[src/rtl/banked_sram_pkg.sv]
// Shared types and helpers for the banked burst SRAM: FSM state encoding,
// address-width derivation and the parity function used when parity is built in.
package banked_sram_pkg;

    typedef enum logic [1:0] {
        IDLE  = 2'd0,
        WRITE = 2'd1,
        READ  = 2'd2,
        DRAIN = 2'd3
    } state_e;

    function automatic int unsigned addr_w(input int unsigned bank_w, input int unsigned lo_w);
        return bank_w + lo_w;
    endfunction

    // Even parity over a zero-extended word; callers cast their data to 64 bits.
    function automatic logic even_parity(input logic [63:0] d);
        return ^d;
    endfunction

endpackage

[src/rtl/sram_array.sv]
// Single-port synchronous storage array with registered read data.
// Kept separate so a hard macro can drop in without touching the control logic.
module sram_array #(
    parameter int unsigned WIDTH  = 8,
    parameter int unsigned ADDR_W = 9
) (
    input  logic              clk,
    input  logic              rst,
    input  logic              en,
    input  logic              we,
    input  logic [ADDR_W-1:0] addr,
    input  logic [WIDTH-1:0]  wdata,
    output logic [WIDTH-1:0]  rdata
);

    localparam int unsigned DEPTH = 1 << ADDR_W;

    logic [WIDTH-1:0] mem [DEPTH];
    logic [WIDTH-1:0] rdata_q;
    logic [WIDTH-1:0] rdata_d;

    // Read port holds its last value between reads so a stalled beat stays stable.
    always_comb begin
        rdata_d = rdata_q;
        if (en && !we) begin
            rdata_d = mem[addr];
        end
    end

    always_ff @(posedge clk) begin
        if (rst) begin
            rdata_q <= '0;
        end else begin
            rdata_q <= rdata_d;
        end
    end

    // Contents are deliberately not reset.
    always_ff @(posedge clk) begin
        if (en && we) begin
            mem[addr] <= wdata;
        end
    end

    assign rdata = rdata_q;

endmodule

[src/rtl/banked_sram_burst.sv]
// Banked single-port SRAM with a valid/ready command channel and burst streams.
// Optional parity storage and checking is built in when BANKED_SRAM_PARITY_EN is defined.
module banked_sram_burst
    import banked_sram_pkg::*;
#(
    parameter int unsigned DATA_W = 8,
    parameter int unsigned LO_W   = 6,
    parameter int unsigned BANK_W = 3,
    parameter int unsigned LEN_W  = 6
) (
    input  logic              clk,
    input  logic              rst,
    input  logic              cmd_valid,
    output logic              cmd_ready,
    input  logic              cmd_we,
    input  logic              cmd_bank_sel,
    input  logic [BANK_W-1:0] cmd_bank,
    input  logic [LO_W-1:0]   cmd_addr,
    input  logic [LEN_W-1:0]  cmd_len,
    input  logic              wr_valid,
    output logic              wr_ready,
    input  logic [DATA_W-1:0] wr_data,
    output logic              rd_valid,
    input  logic              rd_ready,
    output logic [DATA_W-1:0] rd_data,
    output logic [BANK_W-1:0] bank_q,
`ifdef BANKED_SRAM_PARITY_EN
    input  logic              err_inj,
    output logic              rd_perr,
`endif
    output logic              busy
);

    localparam int unsigned ADDR_W = addr_w(BANK_W, LO_W);
`ifdef BANKED_SRAM_PARITY_EN
    localparam int unsigned MEM_W = DATA_W + 1;
`else
    localparam int unsigned MEM_W = DATA_W;
`endif

    state_e              state_q, state_d;
    logic [BANK_W-1:0]   bank_d;
    logic [ADDR_W-1:0]   ptr_q, ptr_d, ptr_inc;
    logic [LEN_W-1:0]    rem_q, rem_d;
    logic                rd_valid_q, rd_valid_d;
    logic [BANK_W-1:0]   cmd_bank_eff;
    logic                mem_en, mem_we;
    logic [MEM_W-1:0]    mem_wdata, mem_rdata;

    always_ff @(posedge clk) begin
        if (rst) begin
            state_q    <= IDLE;
            bank_q     <= '0;
            ptr_q      <= '0;
            rem_q      <= '0;
            rd_valid_q <= 1'b0;
        end else begin
            state_q    <= state_d;
            bank_q     <= bank_d;
            ptr_q      <= ptr_d;
            rem_q      <= rem_d;
            rd_valid_q <= rd_valid_d;
        end
    end

    // Offset wraps inside the bank; the bank bits never change mid-burst.
    assign ptr_inc      = {ptr_q[ADDR_W-1:LO_W], ptr_q[LO_W-1:0] + LO_W'(1)};
    assign cmd_bank_eff = cmd_bank_sel ? cmd_bank : bank_q;

    always_comb begin
        state_d    = state_q;
        bank_d     = bank_q;
        ptr_d      = ptr_q;
        rem_d      = rem_q;
        rd_valid_d = rd_valid_q;
        mem_en     = 1'b0;
        mem_we     = 1'b0;
        unique case (state_q)
            IDLE: begin
                if (cmd_valid) begin
                    if (cmd_bank_sel) begin
                        bank_d = cmd_bank;
                    end
                    ptr_d   = {cmd_bank_eff, cmd_addr};
                    rem_d   = cmd_len;
                    state_d = cmd_we ? WRITE : READ;
                end
            end
            WRITE: begin
                if (wr_valid) begin
                    mem_en = 1'b1;
                    mem_we = 1'b1;
                    ptr_d  = ptr_inc;
                    if (rem_q == '0) begin
                        state_d = IDLE;
                    end else begin
                        rem_d = rem_q - LEN_W'(1);
                    end
                end
            end
            READ: begin
                // Issue only when the output register is free or being drained this cycle.
                if (!rd_valid_q || rd_ready) begin
                    mem_en     = 1'b1;
                    rd_valid_d = 1'b1;
                    ptr_d      = ptr_inc;
                    if (rem_q == '0) begin
                        state_d = DRAIN;
                    end else begin
                        rem_d = rem_q - LEN_W'(1);
                    end
                end
            end
            DRAIN: begin
                if (rd_ready) begin
                    rd_valid_d = 1'b0;
                    state_d    = IDLE;
                end
            end
            default: state_d = IDLE;
        endcase
    end

`ifdef BANKED_SRAM_PARITY_EN
    assign mem_wdata = {even_parity(64'(wr_data)) ^ err_inj, wr_data};
    assign rd_perr   = ^mem_rdata;
`else
    assign mem_wdata = wr_data;
`endif

    sram_array #(
        .WIDTH  (MEM_W),
        .ADDR_W (ADDR_W)
    ) u_array (
        .clk   (clk),
        .rst   (rst),
        .en    (mem_en && !rst),
        .we    (mem_we),
        .addr  (ptr_q),
        .wdata (mem_wdata),
        .rdata (mem_rdata)
    );

    assign rd_data   = mem_rdata[DATA_W-1:0];
    assign rd_valid  = rd_valid_q;
    assign cmd_ready = (state_q == IDLE) && !rst;
    assign wr_ready  = (state_q == WRITE) && !rst;
    assign busy      = (state_q != IDLE) && !rst;

endmodule

[config.mk]
export PLATFORM = sky130hd
export DESIGN_NAME = banked_sram_burst
export DESIGN_NICKNAME = d
export VERILOG_FILES = /design/src/rtl/banked_sram_pkg.sv /design/src/rtl/sram_array.sv /design/src/rtl/banked_sram_burst.sv
export SDC_FILE = /design/constraint.sdc
export NUM_CORES = 2
export LEC_CHECK = 0
export BUFFER_PORTS_ARGS = -buffer_cell sky130_fd_sc_hd__buf_2
export CORE_MARGIN = 2
export CORE_UTILIZATION = 25
export DETAILED_ROUTE_END_ITERATION = 10
export GPL_ROUTABILITY_DRIVEN = 1
export SLEW_MARGIN = 20
export SYNTH_ARGS = -nofsm -noshare
export SYNTH_HDL_FRONTEND = slang
export SYNTH_SLANG_ARGS = --single-unit
export TNS_END_PERCENT = 1
[constraint.sdc]
create_clock -name clk -period 8.95 [get_ports clk]
set_input_delay 1.3425 -clock clk [delete_from_list [all_inputs] [get_ports clk]]
set_output_delay 1.3425 -clock clk [all_outputs]
set_load 0.05 [all_outputs]
Yosys cells after proc, flatten, opt, wreduce, memory -nomap -nowiden
Memories as Yosys holds them, arrays and structs flattened. A register that Yosys moved wholly into a read port is not among the register bits.
Index checks and enable logic that the tools add are counted.
W data, S select, Z words.
{ "word_totals": {"regBits": 21, "ramBits": 4096, "inputBits": 30, "wordCells": 67, "mem_count": 1} }
{ "op_classes": {"n_addsub": 2, "eq_ne": 9, "n_mux": 27, "n_bitwise": 2, "reduce_logical": 20} }
{ "mem_list": {"columns": ["name", "words", "word_bits", "rd", "rd_clocked_by_memory_dff", "wr", "line", "rtl"], "rows": [
  ["u_array.mem", 512, 8, 1, 1, 1, "sram_array.sv:18", "logic [WIDTH-1:0] mem [DEPTH];"]
]} }
{ "ops": {"columns": ["op", "count"], "rows": [
  ["$mux W6", 6],
  ["$pmux W9 S3", 1],
  ["$pmux W6 S3", 1],
  ["$mux W2", 7],
  ["$ne A2 B2 Y1 const B", 6],
  ["$mux W9", 1],
  ["$pmux W2 S4", 1],
  ["$reduce_and A4 Y1", 2],
  ["$mux W1", 7],
  ["$add A6 B1 Y6 const B", 1],
  ["$logic_and A1 B1 Y1", 6],
  ["$logic_not A6 Y1", 1],
  ["$reduce_and A6 Y1", 1],
  ["$sub A6 B1 Y6 const B", 1],
  ["$eq A2 B2 Y1 const B", 2],
  ["$pmux W1 S2", 2],
  ["$reduce_bool A2 Y1", 2],
  ["$logic_not A1 Y1", 3],
  ["$mux W3", 1],
  ["$reduce_and A3 Y1", 1],
  ["$reduce_bool A3 Y1", 1],
  ["$eq A2 B1 Y1 const B", 1],
  ["$logic_not A2 Y1", 1],
  ["$not A1 Y1", 2],
  ["other kinds (2)", 2]
]} }

Logic depth before layout (Yosys ltp)
{ "depth": {"word_depth": 8, "mapped_depth": 15, "depth_no_buf": 9} }

Modules after synthesis
Synthesis repeated with hierarchy kept, for this count alone.
{ "unflattened": {"hier_cells": 7659, "area_unflattened_um2": 160667.8} }
{ "modules_own_cells": {"columns": ["mod", "instances", "cells_each", "area_per_inst_um2"], "rows": [
  ["sram_array", 1, 7496, 159291.5],
  ["banked_sram_burst", 1, 163, 1376.3]
]} }

Worst setup path before layout
OpenSTA, ideal clock, no wires.
{ "synth_path": {"path_type": "input-to-output", "startpoint": "in rst", "endpoint": "out busy", "arrival_time_ps": 2394, "required_ps": 7607, "setup_slack_ps": 5214, "cell_stages": 3, "cell_sequence": "clkbuf_1 -> buf_1 -> nor2_1"} }
{ "synth_between": {"elab_chain_len": 2} }
{ "synth_rtl": {"columns": ["element", "line", "rtl"], "rows": [
  ["start: declaration", "banked_sram_burst.sv:12", "input logic rst,"],
  ["$logic_not A1 Y1", "banked_sram_burst.sv:148", "assign busy = (state_q != IDLE) && !rst;"],
  ["$logic_and A1 B1 Y1", "banked_sram_burst.sv:148", null],
  ["end: declaration", "banked_sram_burst.sv:31", "output logic busy"]
]} }
No other way between the ends.

==> results.sh <==
export IMPL_synth_ff_type="edfxtp_1"
export IMPL_p_switching_uw=16000
export IMPL_clock_latency_ps=1020
export IMPL_synth_nets=7530
export IMPL_async_flop_share=0
export IMPL_place_inst=15660
export IMPL_p_leak_uw=0.0547
export IMPL_p_comb_frac=0.252
export IMPL_vias_per_cell=5.00
export IMPL_postLayoutCoreUtil=0.289
export IMPL_grt_usage=0.145
export IMPL_via_count=82198
export IMPL_overflow=0
export IMPL_min_delay_start="rem_q[1]"
export IMPL_cts_tree="done"
export IMPL_internal_power_uw=36100
export IMPL_cp_end_kind="register"
export IMPL_cts_sinks=4125
export IMPL_grt_max_degree=226
export IMPL_port_buffers=44
export IMPL_yosys_area_top_type_share=0.768
export IMPL_core_area_sq_um=638000
export IMPL_drt_wl_total_um=487000
export IMPL_synth_area_leaders="edfxtp_1, mux4_2, mux2i_1"
export IMPL_tns_ps=0
export IMPL_cts_root_buf="clkbuf_16"
export IMPL_ctsResizeCount=0
export IMPL_drv_cap=0
export IMPL_ys_types=65
export IMPL_ioPinCount=45
export IMPL_dp_hpwl_um=297000
export IMPL_max_freq_mhz=176
export IMPL_worstPathRequired_ps=9790
export IMPL_criticalPathCategory="reg2reg"
export IMPL_rrSetupSlack_ps=3270
export IMPL_power_uw=52100
export IMPL_period_minus_slack_ps=5680
export IMPL_yosysMostFrequentCell="edfxtp_1"
export IMPL_rsz0062_at_grt="no"
export IMPL_syn_cell_area_sq_um=160000
export IMPL_powerDensity_nw_per_um2=282
export IMPL_pwr_share_clk=0.336
export IMPL_synth_seq_cells=4125
export IMPL_die_area_sq_um=647000
export IMPL_hp_class="reg2reg"
export IMPL_cts_setup_buffers=0
export IMPL_rows=293
export IMPL_wl_per_cell_um=29.6
export IMPL_syn_avg_cell_area_sq_um=21.4
export IMPL_violations="design-rule violations"
export IMPL_cts_buffer_depth=4
export IMPL_cts_hold_buf=0
export IMPL_hold_viol_final=0
export IMPL_rr_startpoint="ptr_q[0]"
export IMPL_slew_viol_final=0
export IMPL_synth_edf_count=4096
export IMPL_p_sw_frac=0.306
export IMPL_drtAntennaViolNets=0
export IMPL_start_kind="register"
export IMPL_yosys_top_cells_count="edfxtp_1, mux4_2, nor2_1"
export IMPL_drive_gt1_frac=0.245
export IMPL_cts_max_level=5
export IMPL_drt_initial_drc_count=12882
export IMPL_relSlewSlack=0.104
export IMPL_status="finished with violations"
export IMPL_ys_warn_count=0
export IMPL_path_max_fanout=74
export IMPL_die_width_um=804
export IMPL_startpoint="ptr_q[0]"
export IMPL_pwr_share_seq=0.412
export IMPL_path_clk_slew_ps=70
export IMPL_finalSetupViolCount=0
export IMPL_synth_top_cell_by_area="edfxtp_1"
export IMPL_worstPathArrival_ps=6520
export IMPL_drt_pass1_iter_count=11
export IMPL_numCtsBuffers=418
export IMPL_area_growth_pct=15.2
export IMPL_grt_antenna_before_repair=32
export IMPL_initial_core_util=0.251
export IMPL_grt_pass1_vias=79782
export IMPL_ys_seq_area_frac=0.772
export IMPL_place_congestion=0.892
export IMPL_drc=9
export IMPL_synth_cells=7489
export IMPL_period_share=0.635
export IMPL_grt_pass1_wl_um=668000
export IMPL_final_cells=16448
export IMPL_ir_worst_vdd_mv=0.245
export IMPL_worstMarginPinSlew_ps=1340
export IMPL_skew_ps=75.2
export IMPL_die_h_um=804
export IMPL_finalNetCount=7717
-- flip-flops by register name, summed over array words and instances, names as in the netlist --
signal / count
bank_q: 3
rem_q: 6
ptr_q: 9
u_array.mem: 4096
state_q: 2
u_array.rdata: 8
rd_valid: 1
-- cells in the final DEF, fill, tap and decap left out, types with 11 or more instances in the layout --
| cell type | synthesis | routed |
|---|---|---|
| a211oi_1 | 30 | 28 |
| a21oi_1 | 57 | 56 |
| a221oi_1 | 21 | 21 |
| a22oi_1 | 105 | 105 |
| a31oi_1 | 28 | 27 |
| a32oi_1 | 43 | 43 |
| and2_1 | 14 | 12 |
| and3_1 | 16 | 16 |
| buf_12 | 0 | 36 |
| buf_2 | 132 | 36 |
| buf_4 | 66 | 161 |
| bufinv_16 | 0 | 46 |
| clkbuf_1 | 205 | 87 |
| clkbuf_16 | 0 | 421 |
| clkinv_1 | 1 | 101 |
| clkinv_2 | 1 | 61 |
| dfxtp_1 | 29 | 20 |
| diode_2 | 0 | 25 |
| edfxtp_1 | 4096 | 4096 |
| ha_1 | 11 | 11 |
| inv_6 | 0 | 11 |
| mux2_2 | 24 | 24 |
| mux2i_1 | 245 | 244 |
| mux4_2 | 1028 | 1028 |
| nand2_1 | 240 | 223 |
| nand2_4 | 0 | 16 |
| nand3_1 | 91 | 90 |
| nand4_1 | 29 | 29 |
| nor2_1 | 576 | 552 |
| nor2_2 | 0 | 21 |
| nor2b_1 | 36 | 28 |
| nor3_1 | 21 | 18 |
| nor4_1 | 20 | 16 |
| o21ai_0 | 37 | 34 |
| o22ai_1 | 60 | 60 |
-- cells by family after synthesis --
group,synth area share
DFF,0.772
muxes,0.162
buffers and inverters,0.0152
and+or+nand+nor,0.0291
AOI/OAI and AO/OA,0.0216
adders and majority gates,0.000859
-- final timing paths --
| check | to | cells after the start |
|---|---|---|
| max | u_array.rdata[4] | 9 |
| min | rem_q[1] | 2 |
| max reg2reg | u_array.rdata[4] | 9 |
| min reg2reg | rem_q[1] | 2 |
-- cell type report --
cell class,instances,area [sq um]
Antenna cell,25,62.6
Clock buffer,509,10900
Clock inverter,251,2640
Fill cell,61591,453000
Inverter,15,68.8
Multi-Input combinational cell,2873,34500
Sequential cell,4125,124000
Tap cell,8407,10500
Timing Repair Buffer,243,2280
-- worst max-delay path: stages, from the launching register on --
cell and delay, ps:
dfxtp_4 770, buf_4 530, buf_12 480, mux4_2 630
mux2i_1 730, o32ai_1 210, nor4_1 1020, o2111ai_1 280
a2111oi_0 480, a41oi_1 170
-- per-layer routing --
layer	up-vias	share of wire	GRT usage
met4	10	0.051	0.0646
li1	31762	-	-
met5	-	0.00013	0
met1	43962	0.39	0.197
met3	1043	0.12	0.0373
met2	5421	0.44	0.218
-- stage by stage --
step	hold WS [ps]	worst slack [ps]	cell area (sq um)
3_3_place_gp	510	3150	171000
3_5_place_dp	511	3510	171000
4_1_cts	519	3470	184000
6_report	518	3270	185000
5_1_grt	543	3230	185000
2_1_floorplan	487	5210	160000
-- power groups by stage --
stage / clock network [uW] / logic, uW / registers, uW
after floorplan: 0 / 7770 / 21700
after global placement: 0 / 12900 / 21900
after detailed placement: 0 / 12900 / 21900
after CTS: 17600 / 12900 / 21500
after global routing: 18300 / 13400 / 21500
final: 17500 / 13100 / 21500
(Power assumes the default switching activity.)
